[src/rtl/sentinel_multi_limit.sv]
// sentinel_multi_limit: inline AXI4-Stream risk gate with a per-destination limit,
// an optional cumulative-exposure mode, hitless limit updates and AXI4-Lite
// access to the control, forensic and exposure registers.
module sentinel_multi_limit #(
  parameter int NUM_DEST = 8,
  parameter int AMT_W    = 40,
  parameter int ID_LSB   = 40,
  parameter int EXP_W    = 48
) (
  input  logic        aclk,
  input  logic        aresetn,
  input  logic [63:0] s_axis_tdata,
  input  logic        s_axis_tvalid,
  input  logic        s_axis_tlast,
  output logic        s_axis_tready,
  output logic [63:0] m_axis_tdata,
  output logic        m_axis_tvalid,
  output logic        m_axis_tlast,
  input  logic        m_axis_tready,
  input  logic [31:0] s_axil_awaddr,
  input  logic        s_axil_awvalid,
  output logic        s_axil_awready,
  input  logic [31:0] s_axil_wdata,
  input  logic [3:0]  s_axil_wstrb,
  input  logic        s_axil_wvalid,
  output logic        s_axil_wready,
  output logic [1:0]  s_axil_bresp,
  output logic        s_axil_bvalid,
  input  logic        s_axil_bready,
  input  logic [31:0] s_axil_araddr,
  input  logic        s_axil_arvalid,
  output logic        s_axil_arready,
  output logic [31:0] s_axil_rdata,
  output logic [1:0]  s_axil_rresp,
  output logic        s_axil_rvalid,
  input  logic        s_axil_rready
);
  localparam int IDX_W = $clog2(NUM_DEST);
  localparam int CW    = EXP_W + 1;
  localparam logic [31:0] LIMIT_RST = 32'd1000;

  // Exposure accumulation clamps at the top of the EXP_W range.
  function automatic logic [EXP_W-1:0] sat_acc(input logic [CW-1:0] sum);
    return sum[EXP_W] ? {EXP_W{1'b1}} : sum[EXP_W-1:0];
  endfunction

  // Byte-lane merge for LIMIT writes.
  function automatic logic [31:0] strb_merge(input logic [31:0] old_v, input logic [31:0] new_v,
                                             input logic [3:0] strb);
    logic [31:0] r;
    for (int b = 0; b < 4; b++) r[8*b +: 8] = strb[b] ? new_v[8*b +: 8] : old_v[8*b +: 8];
    return r;
  endfunction

  logic [3:0]       ctrl_q;          // {strict, clear(always 0), cumulative, enable}
  logic [31:0]      viol_q;
  logic [63:0]      snap_q;
  logic [1:0]       rsn_code_q;
  logic [IDX_W-1:0] rsn_idx_q;
  logic [31:0]      limit_q [NUM_DEST];
  logic [31:0]      act_q   [NUM_DEST];
  logic [EXP_W-1:0] exp_q   [NUM_DEST];
  logic             open_q, open_d, pass_q, pass_d;
  logic             m_tvalid_q, m_tvalid_d, m_tlast_q, m_tlast_d;
  logic [63:0]      m_tdata_q, m_tdata_d;
  logic             awready_q, bvalid_q, arready_q, rvalid_q;
  logic [31:0]      rdata_q, rd_val;
  logic [63:0]      rd_exp;

  // Header decode and limit comparison (EXP_W+1 bits, unsigned).
  logic             accept, hdr, unknown, over, drop, pass_now, lim_upd, acc_en;
  logic [15:0]      dest_id;
  logic [IDX_W-1:0] hdr_idx;
  logic [CW-1:0]    amt_c, lim_c, expo_c;

  assign s_axis_tready = m_axis_tready | ~m_tvalid_q;
  assign accept   = s_axis_tvalid & s_axis_tready;
  assign hdr      = accept & ~open_q;
  assign dest_id  = s_axis_tdata[ID_LSB +: 16];
  assign hdr_idx  = s_axis_tdata[ID_LSB +: IDX_W];
  assign amt_c    = CW'(s_axis_tdata[AMT_W-1:0]);
  assign lim_c    = CW'(act_q[hdr_idx]);
  assign expo_c   = CW'(exp_q[hdr_idx]) + amt_c;
  assign unknown  = ctrl_q[3] && (dest_id >= 16'(NUM_DEST));
  assign over     = ctrl_q[1] ? (expo_c > lim_c) : (amt_c > lim_c);
  assign drop     = ctrl_q[0] && (unknown || over);
  assign pass_now = hdr ? ~drop : pass_q;
  assign acc_en   = hdr && ctrl_q[0] && ctrl_q[1] && !drop;
  // Active limits only move at packet boundaries or while the gate is bypassed.
  assign lim_upd  = (!open_q && !hdr) || (accept && s_axis_tlast) || !ctrl_q[0];

  // AXI-Lite write/read decode.
  logic        wr_fire, rd_fire, ctrl_wr, lim_wr, clr_exp, rd_lim_ok, rd_exp_ok;
  logic [11:0] wa, ra;
  logic [IDX_W-1:0] wr_idx;
  logic        unused_ok;

  assign wa        = s_axil_awaddr[11:0];
  assign ra        = s_axil_araddr[11:0];
  assign wr_fire   = awready_q & s_axil_awvalid & s_axil_wvalid;
  assign rd_fire   = arready_q & s_axil_arvalid;
  assign ctrl_wr   = wr_fire && (wa == 12'h000);
  assign lim_wr    = wr_fire && (wa[11:8] == 4'h1) && ({26'd0, wa[7:2]} < 32'(NUM_DEST));
  assign wr_idx    = wa[2 +: IDX_W];
  assign clr_exp   = ctrl_wr && s_axil_wstrb[0] && s_axil_wdata[2];
  assign rd_lim_ok = {26'd0, ra[7:2]} < 32'(NUM_DEST);
  assign rd_exp_ok = {26'd0, ra[8:3]} < 32'(NUM_DEST);
  assign unused_ok = ^{s_axil_awaddr[31:12], s_axil_awaddr[1:0],
                       s_axil_araddr[31:12], s_axil_araddr[1:0]};

  assign s_axil_awready = awready_q;
  assign s_axil_wready  = awready_q;
  assign s_axil_bvalid  = bvalid_q;
  assign s_axil_bresp   = 2'b00;
  assign s_axil_arready = arready_q;
  assign s_axil_rvalid  = rvalid_q;
  assign s_axil_rdata   = rdata_q;
  assign s_axil_rresp   = 2'b00;
  assign m_axis_tvalid  = m_tvalid_q;
  assign m_axis_tdata   = m_tdata_q;
  assign m_axis_tlast   = m_tlast_q;

  // Next state of packet tracking and the one-deep output register.
  always_comb begin
    open_d     = open_q;
    pass_d     = pass_q;
    m_tvalid_d = m_tvalid_q;
    m_tdata_d  = m_tdata_q;
    m_tlast_d  = m_tlast_q;
    if (accept) begin
      open_d = ~s_axis_tlast;
      if (hdr) pass_d = ~drop;
    end
    if (s_axis_tready) begin
      m_tvalid_d = accept && pass_now;
      if (accept && pass_now) begin
        m_tdata_d = s_axis_tdata;
        m_tlast_d = s_axis_tlast;
      end
    end
  end

  // Stream-side state registers.
  always_ff @(posedge aclk or negedge aresetn) begin
    if (!aresetn) begin
      open_q     <= 1'b0;
      pass_q     <= 1'b0;
      m_tvalid_q <= 1'b0;
      m_tdata_q  <= '0;
      m_tlast_q  <= 1'b0;
    end else begin
      open_q     <= open_d;
      pass_q     <= pass_d;
      m_tvalid_q <= m_tvalid_d;
      m_tdata_q  <= m_tdata_d;
      m_tlast_q  <= m_tlast_d;
    end
  end

  // Forensics captured on the edge that accepts a dropped header.
  always_ff @(posedge aclk or negedge aresetn) begin
    if (!aresetn) begin
      viol_q     <= '0;
      snap_q     <= '0;
      rsn_code_q <= '0;
      rsn_idx_q  <= '0;
    end else if (hdr && drop) begin
      if (viol_q != 32'hFFFF_FFFF) viol_q <= viol_q + 32'd1;
      snap_q     <= s_axis_tdata;
      rsn_code_q <= unknown ? 2'd2 : 2'd1;
      rsn_idx_q  <= hdr_idx;
    end
  end

  // Per-destination shadow limits, active limits and exposure accumulators.
  always_ff @(posedge aclk or negedge aresetn) begin
    if (!aresetn) begin
      for (int i = 0; i < NUM_DEST; i++) begin
        limit_q[i] <= LIMIT_RST;
        act_q[i]   <= LIMIT_RST;
        exp_q[i]   <= '0;
      end
    end else begin
      for (int i = 0; i < NUM_DEST; i++) begin
        if (lim_wr && wr_idx == IDX_W'(i))
          limit_q[i] <= strb_merge(limit_q[i], s_axil_wdata, s_axil_wstrb);
        if (lim_upd) act_q[i] <= limit_q[i];
        if (clr_exp) exp_q[i] <= '0;
        else if (acc_en && hdr_idx == IDX_W'(i)) exp_q[i] <= sat_acc(expo_c);
      end
    end
  end

  // Register read multiplexer.
  always_comb begin
    rd_val = 32'd0;
    rd_exp = 64'd0;
    if (ra == 12'h000)      rd_val = {28'd0, ctrl_q};
    else if (ra == 12'h004) rd_val = viol_q;
    else if (ra == 12'h008) rd_val = snap_q[31:0];
    else if (ra == 12'h00C) rd_val = snap_q[63:32];
    else if (ra == 12'h010) rd_val = {10'd0, 6'(rsn_idx_q), 14'd0, rsn_code_q};
    else if (ra[11:8] == 4'h1 && rd_lim_ok) rd_val = limit_q[ra[2 +: IDX_W]];
    else if (ra[11:9] == 3'b001 && rd_exp_ok) begin
      rd_exp = 64'(exp_q[ra[3 +: IDX_W]]);
      rd_val = ra[2] ? rd_exp[63:32] : rd_exp[31:0];
    end
  end

  // AXI-Lite handshakes and CTRL register; clear-exposure bit is never stored.
  always_ff @(posedge aclk or negedge aresetn) begin
    if (!aresetn) begin
      awready_q <= 1'b0;
      bvalid_q  <= 1'b0;
      arready_q <= 1'b0;
      rvalid_q  <= 1'b0;
      rdata_q   <= '0;
      ctrl_q    <= 4'h1;
    end else begin
      awready_q <= s_axil_awvalid && s_axil_wvalid && !awready_q && !bvalid_q;
      if (wr_fire)            bvalid_q <= 1'b1;
      else if (s_axil_bready) bvalid_q <= 1'b0;
      arready_q <= s_axil_arvalid && !arready_q && !rvalid_q;
      if (rd_fire) begin
        rvalid_q <= 1'b1;
        rdata_q  <= rd_val;
      end else if (s_axil_rready) begin
        rvalid_q <= 1'b0;
      end
      if (ctrl_wr && s_axil_wstrb[0])
        ctrl_q <= {s_axil_wdata[3], 1'b0, s_axil_wdata[1:0]};
    end
  end
endmodule

[config.mk]
export PLATFORM = sky130hd
export DESIGN_NAME = sentinel_multi_limit
export DESIGN_NICKNAME = d
export VERILOG_FILES = /design/src/rtl/sentinel_multi_limit.sv
export SDC_FILE = /design/constraint.sdc
export NUM_CORES = 2
export LEC_CHECK = 0
export ABC_AREA = 1
export CAP_MARGIN = 20
export CORE_MARGIN = 2
export CORE_UTILIZATION = 50
export CTS_BUF_LIST = sky130_fd_sc_hd__clkbuf_8
export DETAILED_ROUTE_END_ITERATION = 12
export PLACE_DENSITY = 0.7
export SYNTH_ARGS = -nofsm -noshare
export SYNTH_HDL_FRONTEND = slang
export SYNTH_SLANG_ARGS = --single-unit
[constraint.sdc]
create_clock -name aclk -period 5.2 [get_ports aclk]
set_clock_uncertainty 0.1 [all_clocks]
set_input_delay 1.04 -clock aclk [delete_from_list [all_inputs] [get_ports aclk]]
set_output_delay 1.04 -clock aclk [all_outputs]
set_load 0.01 [all_outputs]
==> reports/qor.txt <==
Status: finished, violations left
Failing checks: negative setup slack
Clk pwr share: 39.9%
Detailed Place HPWL: 170,000 um
Buffers added on ports: 237
Routed met1 length: 96,100 um
Register share of total power: 43.7%
Post-Synth XOR/XNOR Area: 0.937%
Initial antenna violation count: 8
Ports: 282
First-pass GRT wire length: 367,000 um
Launching point of the worst reg2reg path: exp_q[192]$_DFFE_PN0P_
RSZ-0062 raised after global routing: yes
Wire per inst: 25.7 um
Post-synthesis simple-gate area fraction: 24.1%
Sequential-to-total area share from yosys stat: 47.7%
Max incr delay on CP: 0.36 ns
Final Critical Period: 5.60 ns
Cts hold-fix bufs: 0
Post-Layout Cell Count: 9,956
Die Ht: 344 um
Slew @ Worst Pin: 1.41 ns
Final Max Tran Viols: 0
Synth Area in Compound Gates: 15.7%
Reg clk slew, reported paths: 0.06 ns
Met3 WL: 34,600 um
Via density: 6.19
Power Internal: 0.0142 W
Die width: 344 um
Worst slew margin: 5.99%
Max-capacitance violation count: 0
TritonCTS buffer count: 186
Required @ worst endpoint: 5.88 ns
Vias in the first global route: 57,700
Max Clk Rate: 0.179 GHz
Routed met2 length: 107,000 um
Post-synth EDFFs: 0
Min-delay worst type: input pin to async pin
Sw frac: 29.7%
Final worst path period share: 108%
Most used cell, CP: nand2_1
Crit-path max FO: 8
Post-synthesis mux area share: 1.63%
Vias: 61,600
Fin. Hold Viols: 0
Share of layout cells above drive strength 1: 23.4%
Comb pwr share: 16.5%
Final global-route overflow total: 0
Largest family of logic cells by synthesized area: simple AND/OR/NAND/NOR gates
Top sig layer: met5
Ys Warns: 0
H-tree levels: 4
Starting Density: 50.6%
Synthesized area per cell: 7.88 sq um
Peak supply drop: 0.255 mV
Site row count: 124
Layout area overhead: 32.7%
Post-synth ARST share: 100%
DR iter-0 viols: 7,896
Sink Count: 1,101
Synth Area in Adders: 2.30%
Pre-antenna DRT Iters: 9
Routed Antenna Nets: 0
Multi-input gate area: 28,700 sq um
Ys flop type: dfrtp_1
CP Data Arrival Time: 6.28 ns
Slowest CP cell: fa_2
NumNets Final: 8,568
RR Endpoint: exp_q[146]$_DFFE_PN0P_
P_sw: 0.00601 W
Worst setup EP type: flip-flop
Core region area: 115,000 sq um
Final setup vio count: 549
Die ar.: 119,000 sq um
Gate Count Post-Synth: 7,355
Post-route DRC: 0
Clock tree buffer depth: 3
All-Layer GR Usage: 41.6%
Final Wtd Congestion: 1.05
Clk root buf: clkbuf_8
Reg-to-reg slack, setup: -0.15 ns
Worst hold slack: 0.0417 ns
Maximum number of pins on one net before global-route repair: 165
Synth cell types: 59
Mapped Area: 58,000 sq um
Final WL: 256,000 um
TritonCTS clock tree: done
CP Class: input pin to flip-flop
Startpoint Class: input pin
Worst-Skew Late Latency: 0.93 ns
Register area: 27,700 sq um
R2R depth: 38
Leak: 36.8 nW
Placed Cells: 9,436
Final WS setup: -0.396 ns
P per Cell Area: 263 nW/um^2
#FFs+latches synth: 1,101
Pre-CTS WS: -2.25 ns
Filler Cells Inserted: 9,393
-- per-layer routing --
| metal | GRT usage (%) | up-vias |
|---|---|---|
| met1 | 55.3 | 29700 |
| li1 | - | 26800 |
| met4 | 25.5 | 12 |
| met3 | 13.2 | 992 |
| met5 | 0 | - |
| met2 | 59.1 | 4205 |
-- placed cells by master (no fill, tap or decap), drive strengths merged, types with 5 or more instances in the layout --
cell              n
o21bai            7
xnor2             8
nand4           325
a21oi           282
o21ai           837
o211ai           31
o21a              8
a22oi            40
nand3           441
buf             969
o22ai           159
a31oi            17
a221oi           38
nand3b            5
o32ai            27
nor2            521
a32o              5
dfstp            97
clkinv           24
clkbuf          263
a21o              6
o221ai            9
nand2          1945
xor2             54
nor4             22
nor3             47
o31a              5
dfrtp          1004
ha              105
clkdlybuf4s50   230
o31ai             5
a32oi            16
mux2             84
o2111ai          74
inv             700
-- synth_stat cells (all sizes together), types with 6 or more instances --
cell | instances | area, sq um
a22oi | 40 | 300
nand4 | 325 | 2050
o32ai | 27 | 236
a32oi | 16 | 140
nand3 | 441 | 2220
o21bai | 7 | 52.6
ha | 105 | 1310
a21oi | 282 | 1410
inv | 613 | 2300
nor3 | 47 | 235
dfstp | 97 | 2550
xnor2 | 8 | 70.1
a221oi | 38 | 333
nor2 | 521 | 1960
o221ai | 9 | 78.8
o21ai | 837 | 4190
dfrtp | 1004 | 25100
o2111ai | 74 | 648
a31oi | 17 | 106
o211ai | 31 | 233
nor4 | 22 | 144
mux2 | 84 | 946
o21a | 8 | 60.1
a21o | 6 | 45.0
nand2 | 1945 | 7310
buf | 108 | 623
clkbuf | 388 | 1460
xor2 | 54 | 473
o22ai | 159 | 995
-- worst max-delay path, delay by kind of cell --
kind	cells	cell delay (ns)
compound gates	5	0.64
simple gates	21	1.97
buf+inv	13	1.65
xor+xnor	1	0.15
fa+ha+maj	3	0.79
-- worst max-delay path by stage --
stage / slack (ns) / to / startpoint
2_1_floorplan: -0.26 / m_axis_tdata[22]$_DFFE_PN0P_ / s_axis_tdata[41]
3_3_place_gp: -2.26 / exp_q[23]$_DFFE_PN0P_ / s_axis_tdata[41]
3_5_place_dp: -2.25 / exp_q[16]$_DFFE_PN0P_ / s_axis_tdata[41]
4_1_cts: -0.09 / exp_q[163]$_DFFE_PN0P_ / s_axis_tdata[41]
5_1_grt: -0.59 / exp_q[146]$_DFFE_PN0P_ / s_axis_tdata[40]
6_report: -0.40 / exp_q[146]$_DFFE_PN0P_ / s_axis_tdata[40]
-- registers in the layout (all words and copies together) (netlist names), 2 cells and up --
register,flops
exp_q,384
act_q,256
limit_q,256
m_axis_tdata,64
snap_q,64
s_axil_rdata,32
viol_q,32
ctrl_q,3
rsn_code_q,2
-- repair_timing --
| item | CTS | global route |
|---|---|---|
| buffers inserted | 92 | 30 |
| gates resized for setup | 391 | 381 |
| pin swaps | 122 | 127 |
| gates cloned | 20 | 34 |
| setup endpoints to repair | 549 | 549 |
-- layout make-up --
cell class	count	share of cell area, %
clock buffer	230	4.11
tap	1512	2.46
clock inverter	111	0.885
multi-input combinational	5145	37.2
timing repair buffer	1235	16.1
timing repair inverter	3	0.0537
antenna	3	0.00976
inverter	616	3.15
sequential	1101	36.0
-- power by group through the flow --
| stage | combinational [W] | sequential [W] | clock [W] |
|---|---|---|---|
| floorplan | 0.00111 | 0.00897 | 0 |
| global placement | 0.00280 | 0.00894 | 0 |
| detailed placement | 0.00282 | 0.00894 | 0 |
| CTS | 0.00308 | 0.00880 | 0.00809 |
| global route | 0.00349 | 0.00883 | 0.00850 |
| finish | 0.00333 | 0.00883 | 0.00806 |
-- through the flow --
step	utilization, %	TNS, ns	cell area (sq um)	power [W]
after floorplan	-	-105.60	58300	0.0101
after global placement	58.9	-1193.89	67600	0.0117
after detailed placement	58.9	-1186.22	67600	0.0118
after CTS	64.9	-13.61	74400	0.0200
after global routing	67.1	-259.90	76900	0.0208
final	67.1	-150.52	76900	0.0202
-- cells by family after synthesis --
kind of cell,after synthesis
other,1
buffers and inverters,1112
AOI/OAI and AO/OA,1580
adders and majority gates,106
muxes,84
and+or+nand+nor,3309
DFF,1101
xor gates and xnor gates,62
Power figures use the tool's default switching activity.
